<file path="src/rtl/otg_bus_responder_if.sv">
//==============================================================================
// Module   : otg_bus_responder_if
// Brief    : OTG host bus signal bundle (host drives master, responder is slave)
// Revision : 1.0
//==============================================================================
`default_nettype none

interface otg_bus_responder_if;
    logic [1:0]  OTG_ADDR;
    logic        OTG_CS_N;
    logic        OTG_RD_N;
    logic        OTG_WR_N;
    logic [15:0] OTG_DATA_IN;
    logic [15:0] OTG_DATA_OUT;
    logic        OTG_DATA_OE;
    logic        OTG_INT0;
    logic        OTG_INT1;

    modport master (
        output OTG_ADDR, OTG_CS_N, OTG_RD_N, OTG_WR_N, OTG_DATA_IN,
        input  OTG_DATA_OUT, OTG_DATA_OE, OTG_INT0, OTG_INT1
    );

    modport slave (
        input  OTG_ADDR, OTG_CS_N, OTG_RD_N, OTG_WR_N, OTG_DATA_IN,
        output OTG_DATA_OUT, OTG_DATA_OE, OTG_INT0, OTG_INT1
    );
endinterface

`default_nettype wire

</file>
<file path="src/rtl/otg_bus_responder.sv">
//==============================================================================
// Module   : otg_bus_responder
// Brief    : Two-bank 32-bit register port answering 16-bit OTG host bus cycles
// Revision : 1.0
//==============================================================================
`default_nettype none

module otg_bus_responder #(
    parameter int IDX_W       = 5,
    parameter int IRQ_IDX     = 5'h1F,
    parameter int SYNC_STAGES = 2
) (
    input  wire logic             iCLK,
    input  wire logic             iRST,
    otg_bus_responder_if.slave    bus,
    input  wire logic [1:0]       iEVT,
    output logic                  oREG_WE,
    output logic                  oREG_BANK,
    output logic [IDX_W-1:0]      oREG_IDX,
    output logic [31:0]           oREG_WDATA,
    output logic                  oERR
);

    localparam int NREG = 2 ** IDX_W;

    typedef enum logic [2:0] {
        IDLE  = 3'd0,
        WR_LO = 3'd1,
        WR_HI = 3'd2,
        RD_LO = 3'd3,
        RD_HI = 3'd4
    } state_t;

    state_t state, state_nx;

    logic [SYNC_STAGES-1:0] cs_sync, rd_sync, wr_sync;
    logic rd_act, wr_act, act, act_q, rd_act_q, ending;
    logic seen_wr, seen_both;
    logic [1:0]  cap_addr;
    logic [15:0] cap_data;

    logic             bank, oor;
    logic [IDX_W-1:0] idx;
    logic [4:0]       idx5;
    logic [15:0]      lo;
    logic [31:0]      rdbuf;
    logic [1:0]       pend, pend_nx;
    logic [15:0]      dout, rd_value;
    logic [31:0]      regs [2][NREG];

    logic             cmd_oor, cmd_hit, cur_hit;
    logic [IDX_W-1:0] cmd_idx;
    logic             do_cmd, do_lo, do_commit, do_err;

    // Strobes idle high so a reset never looks like the start of an access
    always_ff @(posedge iCLK or posedge iRST) begin
        if (iRST) begin
            cs_sync <= '1;
            rd_sync <= '1;
            wr_sync <= '1;
        end else begin
            cs_sync <= {cs_sync[SYNC_STAGES-2:0], bus.OTG_CS_N};
            rd_sync <= {rd_sync[SYNC_STAGES-2:0], bus.OTG_RD_N};
            wr_sync <= {wr_sync[SYNC_STAGES-2:0], bus.OTG_WR_N};
        end
    end

    assign rd_act = !cs_sync[SYNC_STAGES-1] && !rd_sync[SYNC_STAGES-1];
    assign wr_act = !cs_sync[SYNC_STAGES-1] && !wr_sync[SYNC_STAGES-1];
    assign act    = rd_act || wr_act;
    assign ending = act_q && !act;

    always_ff @(posedge iCLK or posedge iRST) begin
        if (iRST) begin
            act_q     <= 1'b0;
            rd_act_q  <= 1'b0;
            seen_wr   <= 1'b0;
            seen_both <= 1'b0;
            cap_addr  <= '0;
            cap_data  <= '0;
        end else begin
            act_q    <= act;
            rd_act_q <= rd_act;
            if (act) begin
                cap_addr  <= bus.OTG_ADDR;
                seen_wr   <= seen_wr || wr_act;
                seen_both <= seen_both || (rd_act && wr_act);
            end else begin
                seen_wr   <= 1'b0;
                seen_both <= 1'b0;
            end
            if (wr_act)
                cap_data <= bus.OTG_DATA_IN;
        end
    end

    assign cmd_idx = cap_data[IDX_W-1:0];
    assign cmd_oor = |cap_data[6:IDX_W];
    assign cmd_hit = !cmd_oor && (cmd_idx == IRQ_IDX[IDX_W-1:0]);
    assign cur_hit = (idx == IRQ_IDX[IDX_W-1:0]);

    always_ff @(posedge iCLK or posedge iRST) begin
        if (iRST)
            state <= IDLE;
        else
            state <= state_nx;
    end

    // Everything is decided on the trailing edge of an access
    always_comb begin
        state_nx  = state;
        do_cmd    = 1'b0;
        do_lo     = 1'b0;
        do_commit = 1'b0;
        do_err    = 1'b0;
        if (ending) begin
            if (seen_both) begin
                do_err = 1'b1;
            end else if (seen_wr) begin
                if (cap_addr[0]) begin
                    do_cmd   = 1'b1;
                    state_nx = cap_data[7] ? WR_LO : RD_LO;
                end else begin
                    case (state)
                        WR_LO:   begin do_lo = 1'b1;     state_nx = WR_HI; end
                        WR_HI:   begin do_commit = 1'b1; state_nx = IDLE;  end
                        default: do_err = 1'b1;
                    endcase
                end
            end else if (!cap_addr[0]) begin
                case (state)
                    RD_LO:   state_nx = RD_HI;
                    RD_HI:   state_nx = IDLE;
                    default: do_err = 1'b1;
                endcase
            end
        end
    end

    // Event set overrides a read-clear landing in the same cycle
    always_comb begin
        pend_nx = pend;
        if (do_cmd && !cap_data[7] && cmd_hit)
            pend_nx[cap_addr[1]] = 1'b0;
        pend_nx = pend_nx | iEVT;
    end

    always_comb begin
        idx5           = '0;
        idx5[IDX_W-1:0] = idx;
        if (bus.OTG_ADDR[0])
            rd_value = {6'b0, state, bank, 1'b0, idx5};
        else if (state == RD_LO)
            rd_value = rdbuf[15:0];
        else if (state == RD_HI)
            rd_value = rdbuf[31:16];
        else
            rd_value = 16'h0000;
    end

    always_ff @(posedge iCLK or posedge iRST) begin
        if (iRST) begin
            bank       <= 1'b0;
            idx        <= '0;
            oor        <= 1'b0;
            lo         <= '0;
            rdbuf      <= '0;
            pend       <= '0;
            dout       <= '0;
            oREG_WE    <= 1'b0;
            oREG_BANK  <= 1'b0;
            oREG_IDX   <= '0;
            oREG_WDATA <= '0;
            oERR       <= 1'b0;
            for (int b = 0; b < 2; b++)
                for (int i = 0; i < NREG; i++)
                    regs[b][i] <= '0;
        end else begin
            oREG_WE <= 1'b0;
            oERR    <= do_err;
            pend    <= pend_nx;
            if (rd_act)
                dout <= rd_value;
            if (do_cmd) begin
                bank <= cap_addr[1];
                idx  <= cmd_idx;
                oor  <= cmd_oor;
                if (!cap_data[7]) begin
                    if (cmd_oor)
                        rdbuf <= '0;
                    else if (cmd_hit)
                        rdbuf <= {31'b0, pend[cap_addr[1]]};
                    else
                        rdbuf <= regs[cap_addr[1]][cmd_idx];
                end
            end
            if (do_lo)
                lo <= cap_data;
            if (do_commit && !oor) begin
                oREG_WE    <= 1'b1;
                oREG_BANK  <= bank;
                oREG_IDX   <= idx;
                oREG_WDATA <= {cap_data, lo};
                if (!cur_hit)
                    regs[bank][idx] <= {cap_data, lo};
            end
        end
    end

    assign bus.OTG_DATA_OE  = rd_act || rd_act_q;
    assign bus.OTG_DATA_OUT = bus.OTG_DATA_OE ? dout : 16'h0000;
    assign bus.OTG_INT0     = pend[0];
    assign bus.OTG_INT1     = pend[1];

endmodule

`default_nettype wire

</file>
<file path="src/flat_wrapper.sv">
// flat-port wrapper written by rule: the top's interface ports become plain ports
module otg_bus_responder_flat 
#(
    parameter int IDX_W       = 5,
    parameter int IRQ_IDX     = 5'h1F,
    parameter int SYNC_STAGES = 2
)
  (iCLK, iRST, iEVT, oREG_WE, oREG_BANK, oREG_IDX, oREG_WDATA, oERR, bus_OTG_ADDR, bus_OTG_CS_N, bus_OTG_RD_N, bus_OTG_WR_N, bus_OTG_DATA_IN, bus_OTG_DATA_OUT, bus_OTG_DATA_OE, bus_OTG_INT0, bus_OTG_INT1);
  otg_bus_responder_if bus_i ();
  input  wire logic iCLK;
  input  wire logic iRST;
  input  wire logic [1:0] iEVT;
  output logic oREG_WE;
  output logic oREG_BANK;
  output logic [IDX_W-1:0] oREG_IDX;
  output logic [31:0] oREG_WDATA;
  output logic oERR;
  input wire logic [$bits(bus_i.OTG_ADDR)-1:0] bus_OTG_ADDR;
  input wire logic [$bits(bus_i.OTG_CS_N)-1:0] bus_OTG_CS_N;
  input wire logic [$bits(bus_i.OTG_RD_N)-1:0] bus_OTG_RD_N;
  input wire logic [$bits(bus_i.OTG_WR_N)-1:0] bus_OTG_WR_N;
  input wire logic [$bits(bus_i.OTG_DATA_IN)-1:0] bus_OTG_DATA_IN;
  output wire logic [$bits(bus_i.OTG_DATA_OUT)-1:0] bus_OTG_DATA_OUT;
  output wire logic [$bits(bus_i.OTG_DATA_OE)-1:0] bus_OTG_DATA_OE;
  output wire logic [$bits(bus_i.OTG_INT0)-1:0] bus_OTG_INT0;
  output wire logic [$bits(bus_i.OTG_INT1)-1:0] bus_OTG_INT1;
  assign bus_i.OTG_ADDR = bus_OTG_ADDR;
  assign bus_i.OTG_CS_N = bus_OTG_CS_N;
  assign bus_i.OTG_RD_N = bus_OTG_RD_N;
  assign bus_i.OTG_WR_N = bus_OTG_WR_N;
  assign bus_i.OTG_DATA_IN = bus_OTG_DATA_IN;
  assign bus_OTG_DATA_OUT = bus_i.OTG_DATA_OUT;
  assign bus_OTG_DATA_OE = bus_i.OTG_DATA_OE;
  assign bus_OTG_INT0 = bus_i.OTG_INT0;
  assign bus_OTG_INT1 = bus_i.OTG_INT1;
  otg_bus_responder #(.IDX_W(IDX_W), .IRQ_IDX(IRQ_IDX), .SYNC_STAGES(SYNC_STAGES)) u_core (.iCLK(iCLK), .iRST(iRST), .bus(bus_i), .iEVT(iEVT), .oREG_WE(oREG_WE), .oREG_BANK(oREG_BANK), .oREG_IDX(oREG_IDX), .oREG_WDATA(oREG_WDATA), .oERR(oERR));
endmodule
</file>
<file path="config.mk">
export PLATFORM = sky130hd
export DESIGN_NAME = otg_bus_responder_flat
export DESIGN_NICKNAME = d
export VERILOG_FILES = /design/src/rtl/otg_bus_responder_if.sv /design/src/rtl/otg_bus_responder.sv /design/src/flat_wrapper.sv
export SDC_FILE = /design/constraint.sdc
export NUM_CORES = 2
export LEC_CHECK = 0
export ABC_AREA = 1
export BUFFER_PORTS_ARGS = -buffer_cell sky130_fd_sc_hd__buf_4
export CAP_MARGIN = 20
export CORE_MARGIN = 4
export CORE_UTILIZATION = 38
export DETAILED_ROUTE_END_ITERATION = 10
export GPL_TIMING_DRIVEN = 0
export REMOVE_ABC_BUFFERS = 1
export SLEW_MARGIN = 20
export SYNTH_ARGS = -nofsm -noshare
export SYNTH_HDL_FRONTEND = slang
export SYNTH_SLANG_ARGS = --single-unit
</file>
<file path="constraint.sdc">
create_clock -name iCLK -period 99.9 [get_ports iCLK]
set_input_delay 19.98 -clock iCLK [delete_from_list [all_inputs] [get_ports iCLK]]
set_output_delay 19.98 -clock iCLK [all_outputs]
set_load 0.01 [all_outputs]
</file>
; ---- After elaboration in Yosys (flattened, before gate mapping)
; Cells that the tools add are included.
[totals]
ram_bits = 0
out_inout_bits = 59
mem_bits_ro = 0
latchBits = 0
word_cells = 193
regBits = 2192
input_bits = 25
memories = 0
[op_classes]
addsub = 0
shifts = 0
n_mul = 0
n_lt_le_gt_ge = 8
muxes = 52
n_reduce_logical = 29
n_eq_ne = 8
n_div = 0
bitwise_logic = 10
[ops]
columns = op, n
row1 = 2-to-1 mux 1024 bit, 4
row2 = bitwise mux 2048 bit, 1
row3 = demux 1024 bit (select 1 bit), 1
row4 = binary-select mux 32 bit (select 5 bit), 1
row5 = demux 32 bit (select 5 bit), 1
row6 = 2-to-1 mux 32 bit, 5
row7 = 2-to-1 mux 16 bit, 4
row8 = 2-to-1 mux 1 bit, 27
row9 = "greater-or-equal comparator 6 bit, second input constant", 2
row10 = NOT 5 -> 6 bit, 2
row11 = one-hot mux 3 bit (2 select lines), 2
row12 = logical AND 1 bit, 11
row13 = "equality test 5 bit, second input constant", 2
row14 = 2-to-1 mux 3 bit, 3
row15 = zero test 1 bit, 7
row16 = "equality test 3 x 2 -> 1 bit, second input constant", 2
row17 = "< comparator 6 x 1 -> 1 bit, second input constant", 1
row18 = OR reduction 2 bit, 3
row19 = AND reduction 5 bit, 1
row20 = "greater-or-equal comparator 2 bit, second input constant", 2
row21 = logical OR 1 bit, 4
row22 = 2-to-1 mux 2 bit, 2
row23 = "!= test 4 bit, second input constant", 1
row24 = NOT 1 -> 2 bit, 2
row25 = other kinds (13), 16

; ---- Longest topological paths before layout
[logic_depth]
depth_word = 10
ltp_mapped = 15

; ---- Least setup slack after synthesis
; No wires, ideal clock.
[synth_timing]
kind = reg2out
start = reg u_core.cs_sync[1]
end = out bus_OTG_DATA_OE
arrival_time_ns = 1.320
required_ns = 79.920
stages_incl_launch_ff = 5
slack_ns = 78.600
path_cell_list = dfstp_2 > nor2_2 > nor2_1 > clkbuf_1 > inv_1
[synth_between]
elab_chain_len = 3
[synth_rtl]
columns = element, line
row1 = start: declaration, otg_bus_responder.sv:36  ; logic [SYNC_STAGES-1:0] cs_sync, rd_sync, wr_sync;
row2 = start signal: assignment, otg_bus_responder.sv:62  ; cs_sync <= {cs_sync[SYNC_STAGES-2:0], bus.OTG_CS_N};
row3 = zero test 1 bit, otg_bus_responder.sv:68  ; assign rd_act = !cs_sync[SYNC_STAGES-1] && !rd_sync[SYNC_STAGES-1];
row4 = logical AND 1 bit, otg_bus_responder.sv:68
row5 = logical OR 1 bit, otg_bus_responder.sv:210  ; assign bus.OTG_DATA_OE = rd_act || rd_act_q;
row6 = end: declaration, flat_wrapper.sv:24  ; output wire logic [$bits(bus_i.OTG_DATA_OE)-1:0] bus_OTG_DATA_OE;
; No other way between the ends.

; ---- Worst setup path in the final report
[layout_timing]
start = reg u_core.cs_sync[1]
end = out bus_OTG_DATA_OUT[9]
[layout_between]
elab_chain_len = 4
[layout_rtl]
columns = element, line
row1 = zero test 1 bit, otg_bus_responder.sv:68
row2 = logical AND 1 bit, otg_bus_responder.sv:68
row3 = logical OR 1 bit, otg_bus_responder.sv:210
row4 = 2-to-1 mux 16 bit, otg_bus_responder.sv:211  ; assign bus.OTG_DATA_OUT = bus.OTG_DATA_OE ? dout : 16'h0000;
row5 = end: declaration, flat_wrapper.sv:23  ; output wire logic [$bits(bus_i.OTG_DATA_OUT)-1:0] bus_OTG_DATA_OUT;
; No other way between the ends.

==> results.sh <==
export IMPL_critPathTopFamily="simple AND/OR/NAND/NOR gates"
export IMPL_firstDrtPassIters=6
export IMPL_core_mm2=0.257
export IMPL_yosysWarnings=0
export IMPL_cts_htree_levels=4
export IMPL_async_flop_share_pct=100
export IMPL_hpwl_mm=178
export IMPL_finalPower_w=0.00213
export IMPL_crit_required_ns=79.92
export IMPL_min_period_over_period_pct=22.8
export IMPL_fin_worst_skew_ns=0.0291
export IMPL_hold_viol=0
export IMPL_max_freq_mhz=44.0
export IMPL_initialDrtViolationCount=9837
export IMPL_hold_class="flop to flop"
export IMPL_hold_buffers=0
export IMPL_synth_area_mm2=0.0985
export IMPL_dpl_cell_area_mm2=0.102
export IMPL_drive_gt1_share_pct=6.12
export IMPL_die_h_um=517
export IMPL_grt_pass1_wl_mm=488
export IMPL_synthCells=12141
export IMPL_peakVddDrop_v=0.0000166
export IMPL_cts_sinks=2192
export IMPL_io_buffers=83
export IMPL_vias=82723
export IMPL_crit_arrival_ns=2.76
export IMPL_yosys_area_top_type="dfrtp_1"
export IMPL_rsz0062_at_grt="no"
export IMPL_cap_violations=0
export IMPL_die_area_mm2=0.267
export IMPL_ys_top_cells_by_area="dfrtp_1 56%, o21ai_0 13%, nand2_1 12%, nor2_1 6.0%, nand3_1 2.6%"
export IMPL_synth_edf_count=0
export IMPL_seq_area_frac_synth_pct=55.7
export IMPL_r2r_slack_ns=95.18
export IMPL_power_density_mw_per_mm2=19.5
export IMPL_cpMostUsedCell="nor2_4"
export IMPL_grt_overflow_total=0
export IMPL_drc_errors=0
export IMPL_leakagePower_nw=49.7
export IMPL_wire_per_inst_um=21.1
export IMPL_synth_commonest_cells="3164 x nand2_1, 2471 x o21ai_0, 2186 x dfrtp_1, 1572 x nor2_1, 669 x clkbuf_1"
export IMPL_crit_type="flop to output pin"
export IMPL_postCtsResizedCells=0
export IMPL_grt_max_degree=125
export IMPL_row_count=186
export IMPL_clk_pin_slew_worst_paths_ns=0.06
export IMPL_crit_path_top_delay_cell="nor2_4"
export IMPL_crit_fanout=22
export IMPL_synth_flop_cell="dfrtp_1"
export IMPL_synth_most_common_cell="nand2_1"
export IMPL_fin_crit_ns=22.74
export IMPL_cts_buffers=231
export IMPL_dp_cells=14627
export IMPL_root_buffer="clkbuf_16"
export IMPL_cts_buffer_depth=3
export IMPL_totalWireLength_mm=318
export IMPL_initial_core_util_pct=38.3
export IMPL_ant_nets=0
export IMPL_grt_antenna_before_repair=10
export IMPL_slowest_delay_ns=0.63
export IMPL_syn2layout_area_growth_pct=11.3
export IMPL_tns_ns=0
export IMPL_hold_slack_ns=0.357
export IMPL_synth_seq_cells=2192
export IMPL_crit_buf_inv=2
export IMPL_status="complete, no violations"
export IMPL_cts_tree="built"
export IMPL_final_max_slew_viol_count=0
export IMPL_grt_use_total_pct=23.5
export IMPL_setup_viol=0
export IMPL_clk_latency_ns=0.88
export IMPL_synth_cell_types=30
export IMPL_die_x_um=517
export IMPL_end_kind="output pin"
export IMPL_crit_chain="nor2_4 -> buf_12 -> nor2_4 -> nor2_1 -> buf_4"
export IMPL_final_area_mm2=0.110
export IMPL_worst_setup_path_start_kind="flop"
export IMPL_postSynthAreaPerCell_um2=8.11
export IMPL_final_nets=11501
export IMPL_gp_congestion=0.840
export IMPL_cts_setup_buffers=0
export IMPL_ios=84
export IMPL_fin_cells=15056
export IMPL_worstMarginPinSlew_ns=1.20
export IMPL_viasPerCell=5.49
export IMPL_slew_headroom_pct=19.6
export IMPL_grt_pass1_vias=78582
export IMPL_yosysTopAreaCellShare_pct=55.5
[cell families after synthesis]
logic type / count (synthesis) / synth area share [%]
AOI/OAI and AO/OA: 3291 / 17.0
buffers and inverters: 1331 / 5.82
DFF: 2192 / 55.7
and+or+nand+nor: 5327 / 21.5
[cell usage in the layout (no fill, tap or decap), types with 3 or more instances in the layout]
master and instances:
inv_8 5, clkbuf_16 234, clkinvlp_4 3, nand4_1 3, inv_1 183, a21oi_1 194
or2_2 4, clkinv_2 52, buf_4 83, buf_16 88, nand2_4 64, clkbuf_8 62
dfstp_2 6, o22ai_1 17, nor2_4 8, buf_12 37, clkbuf_1 51, nand3_1 511
inv_6 8, dfrtp_4 4, o21ai_1 509, o211ai_1 97, dfrtp_1 2181, nor2_1 1569
bufinv_16 14, o21ai_0 2471, clkinv_4 3, inv_4 28, nand2_1 3161
[worst paths after layout]
path / start / endpoint / depth (start not counted)
setup reg to reg: u_core.cap_addr[1] / u_core.rdbuf[17] / 18
max in group asynchronous: iRST / u_core.regs[851] / 8
hold / removal: u_core.rd_sync[0] / u_core.rd_sync[1] / 0
min in group asynchronous: iRST / u_core.regs[1199] / 2
setup / recovery: u_core.cs_sync[1] / bus_OTG_DATA_OUT[9] / 5
hold reg to reg: u_core.rd_sync[0] / u_core.rd_sync[1] / 0
[layer usage]
layer  global-route usage (%)  part of all wire, %
met5                        0                    0
met4                     10.6                  5.0
met1                     32.3                   43
met2                     36.4                   44
met3                     3.88                  7.7
[through the flow]
stage	util (%)	setup slack [ns]
floorplan	-	18.00
global placement	38.2	-51.17
detailed placement	39.6	76.38
CTS	42.6	77.13
global route	42.6	76.88
finish	42.6	77.16
[worst register-to-register path: cells and delay by family (launching register included)]
kind / cells / cell delay (ns)
flops: 1 / 0.72
buf+inv: 6 / 2.33
simple gates: 11 / 1.51
compound gates: 1 / 0.10
[report_power, final]
| group | total, W | switching, W | internal, W |
|---|---|---|---|
| Combinational | 0.000347 | 0.000261 | 0.0000859 |
| Clock | 0.000875 | 0.000364 | 0.000510 |
| Sequential | 0.000913 | 0.0000129 | 0.000900 |
| Total | 0.00213 | 0.000638 | 0.00150 |
[cell type report]
cell class,instances,area [um2]
clock inverter,80,830
fill,25281,148000
tap,3384,4230
clock buffer,347,6900
sequential,2192,54900
timing repair buffer,211,3820
antenna,2,5.00
multi-input combinational,8618,38000
inverter,222,956
[state kept, by name, indices dropped and copies added, names as in the netlist, 2 cells and up]
signal,count
u_core.cs_sync,2
u_core.idx,5
u_core.cap_data,16
u_core.rd_sync,2
u_core.regs,2048
u_core.state,3
u_core.cap_addr,2
u_core.pend,2
u_core.wr_sync,2
u_core.lo,16
u_core.oREG_WDATA,32
u_core.dout,16
u_core.rdbuf,32
u_core.oREG_IDX,5
Power figures use the tool's default switching activity.
